**src/rtl/clock_pkg.sv**
```systemverilog
// Shared helpers for the fractional clock generator: increment computation and
// channel-index sizing.
package clock_pkg;

   // Rounded phase increment for an NCO of the given width: round(desired/actual * 2^width).
   function automatic logic [63:0] frequency_to_increment(
      input logic [63:0] actual,
      input logic [63:0] desired,
      input int unsigned width
   );
      logic [127:0] scaled;
      logic [127:0] quotient;
      scaled   = ({64'd0, desired} << width) + {65'd0, actual[63:1]};
      quotient = scaled / {64'd0, actual};
      return quotient[63:0];
   endfunction

   function automatic int unsigned channel_index_width(input int unsigned channels);
      return (channels > 1) ? $clog2(channels) : 1;
   endfunction

endpackage

```
**src/rtl/clock_nco_channel.sv**
```systemverilog
// One NCO channel: accumulator, active/shadow increment, registered outputs.
// Optional wrap counter under CLOCK_FRACTIONAL_GENERATOR_PERIOD_COUNT_EN.
module clock_nco_channel
   import clock_pkg::*;
#(
   parameter int unsigned          ACC_WIDTH         = 32,
   parameter logic [ACC_WIDTH-1:0] DEFAULT_INCREMENT =
      ACC_WIDTH'(frequency_to_increment(64'd50_000_000, 64'd16_000_000, ACC_WIDTH)),
   parameter int unsigned          COUNT_WIDTH       = 16
) (
   input  logic                   clock,
   input  logic                   reset,
   input  logic                   enable,
   input  logic                   resync,
   input  logic                   load,
   input  logic [ACC_WIDTH-1:0]   load_data,
   output logic                   pending,
   output logic                   clock_generated,
   output logic                   tick,
   output logic [COUNT_WIDTH-1:0] period_count
);

   logic [ACC_WIDTH-1:0] acc_q, acc_d;
   logic [ACC_WIDTH-1:0] inc_q, inc_d;
   logic [ACC_WIDTH-1:0] shadow_q, shadow_d;
   logic                 pending_q, pending_d;
   logic                 clk_out_q, clk_out_d;
   logic                 tick_q, tick_d;
   logic [ACC_WIDTH:0]   sum;
   logic                 carry;
   logic                 apply;

   always_comb begin
      // NOTE: every signal gets a default before any branch so no latch is inferred.
      sum       = {1'b0, acc_q} + {1'b0, inc_q};
      carry     = sum[ACC_WIDTH] & enable & ~resync;
      acc_d     = acc_q;
      clk_out_d = clk_out_q;
      tick_d    = 1'b0;
      inc_d     = inc_q;
      shadow_d  = shadow_q;
      pending_d = pending_q;

      if (resync) begin
         acc_d     = '0;
         clk_out_d = 1'b0;
      end else if (enable) begin
         acc_d     = sum[ACC_WIDTH-1:0];
         tick_d    = sum[ACC_WIDTH];
         clk_out_d = sum[ACC_WIDTH-1];
      end

      // A channel that is stopped (disabled or zero increment) has no period in
      // flight, so its shadow can be swapped in immediately without a glitch.
      apply = pending_q & (resync | ~enable | carry | (inc_q == '0));
      if (apply) begin
         inc_d     = shadow_q;
         pending_d = 1'b0;
      end

      if (load) begin
         shadow_d = load_data;
         if (resync) inc_d = load_data;
         else        pending_d = 1'b1;
      end
   end

   always_ff @(posedge clock or posedge reset) begin
      if (reset) begin
         acc_q     <= '0;
         inc_q     <= DEFAULT_INCREMENT;
         shadow_q  <= DEFAULT_INCREMENT;
         pending_q <= 1'b0;
         clk_out_q <= 1'b0;
         tick_q    <= 1'b0;
      end else begin
         // NOTE: non-blocking assignments so every flop samples pre-edge values.
         acc_q     <= acc_d;
         inc_q     <= inc_d;
         shadow_q  <= shadow_d;
         pending_q <= pending_d;
         clk_out_q <= clk_out_d;
         tick_q    <= tick_d;
      end
   end

   assign pending         = pending_q;
   assign clock_generated = clk_out_q;
   assign tick            = tick_q;

`ifdef CLOCK_FRACTIONAL_GENERATOR_PERIOD_COUNT_EN
   logic [COUNT_WIDTH-1:0] count_q, count_d;

   always_comb begin
      count_d = count_q;
      if (resync)     count_d = '0;
      else if (carry) count_d = count_q + 1'b1;
   end

   always_ff @(posedge clock or posedge reset) begin
      if (reset) count_q <= '0;
      else       count_q <= count_d;
   end

   assign period_count = count_q;
`else
   assign period_count = '0;
`endif

endmodule

```
**src/rtl/clock_fractional_generator.sv**
```systemverilog
// Multi-channel fractional clock generator: write decode, increment clamp and
// resync fan-out. Wrap counters enabled by CLOCK_FRACTIONAL_GENERATOR_PERIOD_COUNT_EN.
module clock_fractional_generator
   import clock_pkg::*;
#(
   parameter int unsigned          CHANNELS          = 2,
   parameter int unsigned          ACC_WIDTH         = 32,
   parameter logic [ACC_WIDTH-1:0] DEFAULT_INCREMENT =
      ACC_WIDTH'(frequency_to_increment(64'd50_000_000, 64'd16_000_000, ACC_WIDTH)),
   parameter int unsigned          COUNT_WIDTH       = 16
) (
   input  logic                                  clock,
   input  logic                                  reset,
   input  logic [CHANNELS-1:0]                   channel_enable,
   input  logic                                  resync,
   input  logic                                  increment_load,
   input  logic [channel_index_width(CHANNELS)-1:0] increment_channel,
   input  logic [ACC_WIDTH-1:0]                  increment_data,
   output logic [CHANNELS-1:0]                   increment_pending,
   output logic [CHANNELS-1:0]                   clock_generated,
   output logic [CHANNELS-1:0]                   tick,
   output logic [CHANNELS*COUNT_WIDTH-1:0]       period_count
);

   localparam int unsigned CH_IDX_W = channel_index_width(CHANNELS);
   localparam logic [ACC_WIDTH-1:0] MAX_INCREMENT = {1'b1, {(ACC_WIDTH-1){1'b0}}};

   logic [ACC_WIDTH-1:0] load_data;
   logic [CHANNELS-1:0]  load_sel;

   // Out-of-range channel indices match no slot and are dropped silently.
   always_comb begin
      load_data = (increment_data > MAX_INCREMENT) ? MAX_INCREMENT : increment_data;
      load_sel  = '0;
      for (int ch = 0; ch < CHANNELS; ch++) begin
         load_sel[ch] = increment_load && (increment_channel == CH_IDX_W'(ch));
      end
   end

   for (genvar ch = 0; ch < CHANNELS; ch++) begin : g_channel
      clock_nco_channel #(
         .ACC_WIDTH         (ACC_WIDTH),
         .DEFAULT_INCREMENT (DEFAULT_INCREMENT),
         .COUNT_WIDTH       (COUNT_WIDTH)
      ) u_channel (
         .clock           (clock),
         .reset           (reset),
         .enable          (channel_enable[ch]),
         .resync          (resync),
         .load            (load_sel[ch]),
         .load_data       (load_data),
         .pending         (increment_pending[ch]),
         .clock_generated (clock_generated[ch]),
         .tick            (tick[ch]),
         .period_count    (period_count[ch*COUNT_WIDTH +: COUNT_WIDTH])
      );
   end

endmodule
```
**config.mk**
```make
export PLATFORM = sky130hd
export DESIGN_NAME = clock_fractional_generator
export DESIGN_NICKNAME = d
export VERILOG_FILES = /design/src/rtl/clock_pkg.sv /design/src/rtl/clock_nco_channel.sv /design/src/rtl/clock_fractional_generator.sv
export SDC_FILE = /design/constraint.sdc
export NUM_CORES = 1
export LEC_CHECK = 0
export CORE_ASPECT_RATIO = 0.7
export CORE_MARGIN = 5
export CORE_UTILIZATION = 35
export CTS_CLUSTER_SIZE = 10
export DETAILED_ROUTE_END_ITERATION = 10
export GPL_ROUTABILITY_DRIVEN = 1
export PLACE_DENSITY = 0.55
export RECOVER_POWER = 25
export SLEW_MARGIN = 20
export SYNTH_ARGS = -nofsm -noshare
export SYNTH_HDL_FRONTEND = slang
export SYNTH_HIERARCHICAL = 1
export SYNTH_SLANG_ARGS = --single-unit
export TNS_END_PERCENT = 10
```
**constraint.sdc**
```tcl
create_clock -name clock -period 3.43 [get_ports clock]
set_input_delay 0.686 -clock clock [delete_from_list [all_inputs] [get_ports clock]]
set_output_delay 0.686 -clock clock [all_outputs]
set_load 0.03 [all_outputs]
```
# Word level (Yosys, flattened, before mapping)
# Cells that the tools add are included.
dict set report word_totals {
  elab_cells 62
  in_bits 39
  output_inout_bits 38
  ff_bits 198
}
dict set report classes {
  n_mux 25
  n_reduce_logical 6
  order_cmp 1
  add_sub_neg 2
  n_bitwise 16
}
# operator count
set ops {}
lappend ops {{32-bit 2-to-1 mux} 11}
lappend ops {{32-bit by 32-bit adder with 33-bit output} 2}
lappend ops {{32-bit logical NOT} 2}
lappend ops {{32-bit > comparator, second input constant} 1}
lappend ops {{1-bit 2-to-1 mux} 14}
lappend ops {{1-bit AND} 6}
lappend ops {{1-bit bitwise OR} 6}
lappend ops {{1-bit NOT} 4}
lappend ops {{2-bit nonzero test} 2}
lappend ops {{1-bit logical AND} 2}

# Logic depth before layout (Yosys ltp)
dict set report logic_depth {
  ltp_word 9
  ltp_mapped 13
  mapped_depth_nobuf 11
}

# Hierarchy
# The synthesis kept the hierarchy.
# module n_inst seq_area_each_um2 area_per_inst_um2 cells_each
set modules_own_cells {}
lappend modules_own_cells {clock_nco_channel 2 2494.9 5950.7 630}
lappend modules_own_cells {clock_fractional_generator 1 0.0 334.1 48}

# Worst setup path before layout
# No wires, ideal clock.
dict set report synth_path {
  kind {register to register}
  start {register g_channel[0].u_channel.inc_q[0]}
  end {register g_channel[0].u_channel.inc_q[11]}
  required_ns 3.289
  path_buffers 2
  setup_time_ns 0.141
  t_arrival_ns 2.751
  path_stages_with_launch 14
  synth_period_minus_slack_ns 2.892
  setup_slack_ns 0.538
  cell_sequence {dfstp_2 > ha_1 > inv_1 > fa_1 > nand2b_1 > a21oi_2 > o2111a_2 > o21ai_2 > o2111a_1 > or3_1 > buf_2 > buf_6 > nand2_1 > a31oi_1}
}
dict set report synth_between {
  elab_chain_len 9
  elab_cells_between_ends 10
  cone_classes {1 x add/sub; 3 x mux; 5 x bitwise; 1 x reduce/logical}
}
# item line
set synth_rtl {}
lappend synth_rtl {{from (decl)} clock_nco_channel.sv:24} ;# logic [ACC_WIDTH-1:0] inc_q, inc_d;
lappend synth_rtl {{from (signal assigned)} clock_nco_channel.sv:79} ;# inc_q <= inc_d;
lappend synth_rtl {{32-bit by 32-bit adder with 33-bit output} clock_nco_channel.sv:35} ;# sum = {1'b0, acc_q} + {1'b0, inc_q};
lappend synth_rtl {{1-bit AND (2 in a row)} clock_nco_channel.sv:36} ;# carry = sum[ACC_WIDTH] & enable & ~resync;
lappend synth_rtl {{1-bit bitwise OR} clock_nco_channel.sv:55} ;# apply = pending_q & (resync | ~enable | carry | (inc_q == '0));
lappend synth_rtl {{1-bit bitwise OR (*)} clock_nco_channel.sv:55}
lappend synth_rtl {{1-bit AND (*)} clock_nco_channel.sv:55}
lappend synth_rtl {{32-bit 2-to-1 mux (*)} clock_nco_channel.sv:56} ;# if (apply) begin
lappend synth_rtl {{32-bit 2-to-1 mux} clock_nco_channel.sv:63} ;# if (resync) inc_d = load_data;
lappend synth_rtl {{32-bit 2-to-1 mux (*)} clock_nco_channel.sv:61} ;# if (load) begin
lappend synth_rtl {{via g_channel[0].u_channel.inc_d[11]} clock_nco_channel.sv:24}
# The timed path passes the listed nets; every way through them passes the cells marked *.
# A chain may end at the register's enable or synchronous reset.

# Worst setup path in the final report
dict set report layout_path {
  start {register g_channel[0].u_channel.inc_q[0]}
  end {register g_channel[0].u_channel.inc_q[12]}
}
# The elaborated chain is that of the path after synthesis.

==> impl_metrics.prom <==
# TYPE chip_impl_metric gauge
chip_impl_metric{name="max-vdd-ir-drop",unit="mV"} 0.348
chip_impl_metric{name="initial_utilization",unit="%"} 35.4
chip_impl_metric{name="io_pins",unit=""} 77
chip_impl_info{name="yosysMostFrequentCell",value="sky130_fd_sc_hd__nand2_1"} 1
chip_impl_metric{name="cts_inserted_buffers",unit=""} 17
chip_impl_metric{name="max-cap-violations",unit=""} 2
chip_impl_metric{name="multi_input_comb_area",unit="µm²"} 6750
chip_impl_metric{name="worst_margin_slew",unit="ps"} 1890
chip_impl_metric{name="synth.yosys.seq_area_share",unit="%"} 40.8
chip_impl_metric{name="synth.lib_cells_used.distinct",unit=""} 65
chip_impl_info{name="worstSetupStartpointType",value="flop"} 1
chip_impl_metric{name="p_leak",unit="nW"} 6.06
chip_impl_metric{name="internal_power",unit="mW"} 6.46
chip_impl_metric{name="largest_net_degree_at_the_start_of_global_routing",unit=""} 65
chip_impl_metric{name="antenna_cells",unit=""} 0
chip_impl_info{name="critPathKind",value="flop to flop"} 1
chip_impl_metric{name="wl",unit="mm"} 31.1
chip_impl_metric{name="data_arrival_at_the_endpoint_of_the_critical_path",unit="ps"} 3530
chip_impl_metric{name="drt_first_pass_iters",unit=""} 6
chip_impl_metric{name="areaGrowthSynthToFinish",unit="%"} 11.4
chip_impl_metric{name="synth-edff-count",unit=""} 0
chip_impl_metric{name="clk-insertion-delay-late",unit="ps"} 450
chip_impl_metric{name="dp_hpwl",unit="mm"} 22.5
chip_impl_metric{name="synth.avg_cell_area",unit="µm²"} 9.35
chip_impl_metric{name="floorplan.core_area",unit="µm²"} 34600
chip_impl_metric{name="fin_tns_setup",unit="ps"} 0
chip_impl_info{name="post_synth_most_frequent_cells",value="sky130_fd_sc_hd__nand2_1, sky130_fd_sc_hd__nor2_1, sky130_fd_sc_hd__dfrtp_1"} 1
chip_impl_metric{name="part_of_the_power_in_the_clock_network",unit="%"} 18.4
chip_impl_metric{name="finClkSkew",unit="ps"} 7.22
chip_impl_metric{name="layout.filler_cells",unit=""} 3446
chip_impl_metric{name="drive_above_1_share",unit="%"} 18.2
chip_impl_metric{name="timing.critical_path.fanout_max",unit=""} 32
chip_impl_metric{name="via_per_inst",unit=""} 5.29
chip_impl_metric{name="drcViolationCount",unit=""} 0
chip_impl_metric{name="routed_wire_length_per_instance",unit="µm"} 17.2
chip_impl_info{name="grt_setup_unrepaired",value="false"} 1
chip_impl_info{name="run_status",value="finished with violations"} 1
chip_impl_info{name="holdCritPathClass",value="flop to flop"} 1
chip_impl_metric{name="timing_max_transition_violations_final",unit=""} 75
chip_impl_metric{name="max_freq",unit="GHz"} 0.309
chip_impl_metric{name="globalRoute.totalOverflow",unit=""} 0
chip_impl_metric{name="detailroute.via_count",unit=""} 9568
chip_impl_metric{name="synth-async-reset-ratio",unit="%"} 100
chip_impl_metric{name="p_sw",unit="mW"} 4.70
chip_impl_metric{name="syn_area",unit="µm²"} 12200
chip_impl_metric{name="seqCellArea",unit="µm²"} 4990
chip_impl_info{name="synth_top_cells_by_area",value="sky130_fd_sc_hd__dfrtp_1, sky130_fd_sc_hd__dfstp_2, sky130_fd_sc_hd__ha_1"} 1
chip_impl_metric{name="max-clock-path-buffers",unit=""} 2
chip_impl_metric{name="grt_pass1_wl",unit="mm"} 50.5
chip_impl_metric{name="fp.dieH",unit="µm"} 166
chip_impl_metric{name="clkSlewWorstSetupHoldPaths",unit="ps"} 80
chip_impl_metric{name="fp.dieArea",unit="µm²"} 38900
chip_impl_metric{name="post_cts.repair.setup_buffers",unit=""} 0
chip_impl_metric{name="post-route-period-util",unit="%"} 94.3
chip_impl_metric{name="global_route.usage.total",unit="%"} 16.2
chip_impl_metric{name="power-per-cell-area",unit="nW/µm²"} 819
chip_impl_metric{name="cts_hold_repair.buffers",unit=""} 0
chip_impl_info{name="synth.largest_area_cell",value="sky130_fd_sc_hd__dfrtp_1"} 1
chip_impl_metric{name="netlist_instances",unit=""} 1308
chip_impl_metric{name="cts_resized",unit=""} 0
chip_impl_metric{name="number_of_global_route_vias_before_repair",unit=""} 9022
chip_impl_metric{name="numClockSinks",unit=""} 196
chip_impl_info{name="cts_tree",value="done"} 1
chip_impl_metric{name="setup_viol_count_final",unit=""} 0
chip_impl_info{name="clockRootBuffer",value="sky130_fd_sc_hd__clkbuf_16"} 1
chip_impl_metric{name="gp_congestion",unit=""} 0.857
chip_impl_metric{name="nets",unit=""} 1429
chip_impl_metric{name="placement_rows",unit=""} 57
chip_impl_metric{name="htree_levels",unit=""} 4
chip_impl_metric{name="netSwitchingFraction",unit="%"} 42.1
chip_impl_metric{name="die_w",unit="µm"} 233
chip_impl_info{name="worstSetupEndpointType",value="flop"} 1
chip_impl_metric{name="fin_crit",unit="ps"} 3240
chip_impl_metric{name="synth-seq-cells",unit=""} 196
chip_impl_metric{name="post-synth-top-area-fraction",unit="%"} 26.2
chip_impl_metric{name="cp.required",unit="ps"} 3720
chip_impl_info{name="synth_ff_type",value="sky130_fd_sc_hd__dfrtp_1"} 1
chip_impl_metric{name="post-route-util",unit="%"} 39.4
chip_impl_metric{name="finalHoldViolCount",unit=""} 0
chip_impl_metric{name="port_buffers",unit=""} 44
chip_impl_info{name="failed_checks",value="capacitance limit, slew limit"} 1
chip_impl_metric{name="grt_antenna_before_repair",unit=""} 0
chip_impl_metric{name="max-slew-margin-rel",unit="%"} -26.8
chip_impl_metric{name="antenna_violating_nets_post_route",unit=""} 0
chip_impl_metric{name="drtIter0Drc",unit=""} 687
chip_impl_metric{name="seq_power_share",unit="%"} 33.3
chip_impl_metric{name="combinationalPowerShare",unit="%"} 48.3
chip_impl_metric{name="ys.warnings.count",unit=""} 6
-- flip-flops by register name (all words and copies together) (netlist names) --
| register | cells |
|---|---|
| g_channel.u_channel/acc_q | 64 |
| g_channel.u_channel/tick | 2 |
| g_channel.u_channel/shadow_q | 64 |
| g_channel.u_channel/pending | 2 |
| g_channel.u_channel/inc_q | 64 |
-- critical path: stages (launching register included) --
cell	delay, ps
sky130_fd_sc_hd__dfstp_2	550
sky130_fd_sc_hd__ha_1	190
sky130_fd_sc_hd__inv_1	70
sky130_fd_sc_hd__fa_1	390
sky130_fd_sc_hd__nand2b_1	200
sky130_fd_sc_hd__a21oi_2	170
sky130_fd_sc_hd__o2111a_2	300
sky130_fd_sc_hd__o21ai_2	120
sky130_fd_sc_hd__o2111a_1	310
sky130_fd_sc_hd__or3_1	370
sky130_fd_sc_hd__buf_6	210
sky130_fd_sc_hd__nand2_1	100
sky130_fd_sc_hd__a31oi_1	90
-- layout by cell type (no fill, tap or decap), types with 27 or more instances in the layout --
| master | count |
|---|---|
| sky130_fd_sc_hd__dfrtp_1 | 128 |
| sky130_fd_sc_hd__nand2_1 | 182 |
| sky130_fd_sc_hd__a31oi_1 | 74 |
| sky130_fd_sc_hd__clkdlybuf4s50_1 | 40 |
| sky130_fd_sc_hd__ha_1 | 64 |
| sky130_fd_sc_hd__mux2i_1 | 38 |
| sky130_fd_sc_hd__nor2_1 | 150 |
| sky130_fd_sc_hd__dfstp_2 | 68 |
| sky130_fd_sc_hd__and2_2 | 27 |
| sky130_fd_sc_hd__a21oi_1 | 56 |
| sky130_fd_sc_hd__conb_1 | 32 |
| sky130_fd_sc_hd__mux2_2 | 66 |
| sky130_fd_sc_hd__o21ai_0 | 30 |
-- power by group through the flow --
stage | Sequential, mW | Clock, mW | Combinational, mW
floorplan | 3.56 | 0 | 4.33
global placement | 3.76 | 0 | 5.27
detailed placement | 3.76 | 0 | 5.33
CTS | 3.73 | 2.11 | 5.36
global route | 3.82 | 2.20 | 6.07
finish | 3.72 | 2.05 | 5.40
-- path summary, 6_finish.rpt --
check / slack [ps] / cells past startpoint / endpoint / from
worst max-delay path: 190 / 12 / g_channel[0].u_channel/inc_q[12]$_DFF_PP0_ / g_channel[0].u_channel/inc_q[0]$_DFF_PP1_
worst min-delay path: 490 / 2 / g_channel[1].u_channel/inc_q[22]$_DFF_PP1_ / g_channel[1].u_channel/shadow_q[22]$_DFFE_PP1P_
worst max register to register: 190 / 12 / g_channel[0].u_channel/inc_q[12]$_DFF_PP0_ / g_channel[0].u_channel/inc_q[0]$_DFF_PP1_
worst min register to register: 490 / 2 / g_channel[1].u_channel/inc_q[22]$_DFF_PP1_ / g_channel[1].u_channel/shadow_q[22]$_DFFE_PP1P_
max in group asynchronous: 790 / 3 / g_channel[0].u_channel/inc_q[5]$_DFF_PP0_ / reset
min in group asynchronous: 1180 / 2 / g_channel[1].u_channel/acc_q[31]$_DFFE_PP0P_ / reset
-- through the flow --
stage | instances | setup WS, ps | total power [mW] | hold WS, ps | area [µm²]
floorplan | 1338 | 238 | 7.89 | 466 | 12300
global placement | 1777 | 264 | 9.03 | 471 | 13100
detailed placement | 1777 | 173 | 9.09 | 476 | 13100
CTS | 1809 | 155 | 11.2 | 488 | 13700
global route | 1809 | 14.0 | 12.1 | 504 | 13600
finish | 1809 | 194 | 11.2 | 488 | 13600
-- final cells by class --
class / instances / share of cell area, %
multi-input combinational: 1024 / 49.5
sequential: 196 / 36.6
timing repair buffer: 65 / 4.74
tap: 472 / 4.33
clock buffer: 19 / 3.25
clock inverter: 13 / 1.03
inverter: 20 / 0.569
-- routing by layer --
layer	global-route usage (%)	wire length [µm]	share of wire (%)
met5	0	0	0
met4	4.24	468	1.5
met3	2.55	1560	5.0
met2	21.2	12000	39
met1	26.9	17000	55
-- cells by family (layout without fill, tap and decap cells) --
| family | count (synthesis) | count (layout) | synth area share (%) |
|---|---|---|---|
| buf+inv | 118 | 117 | 5.22 |
| fa+ha+maj | 66 | 66 | 6.87 |
| other cells | 2 | 32 | 0.0614 |
| xor+xnor | 50 | 50 | 3.58 |
| simple gates | 475 | 475 | 17.8 |
| flops | 196 | 196 | 40.8 |
| mux | 104 | 104 | 9.18 |
| compound gates | 297 | 297 | 16.5 |
Note: power is estimated with default switching activity, not from simulation.
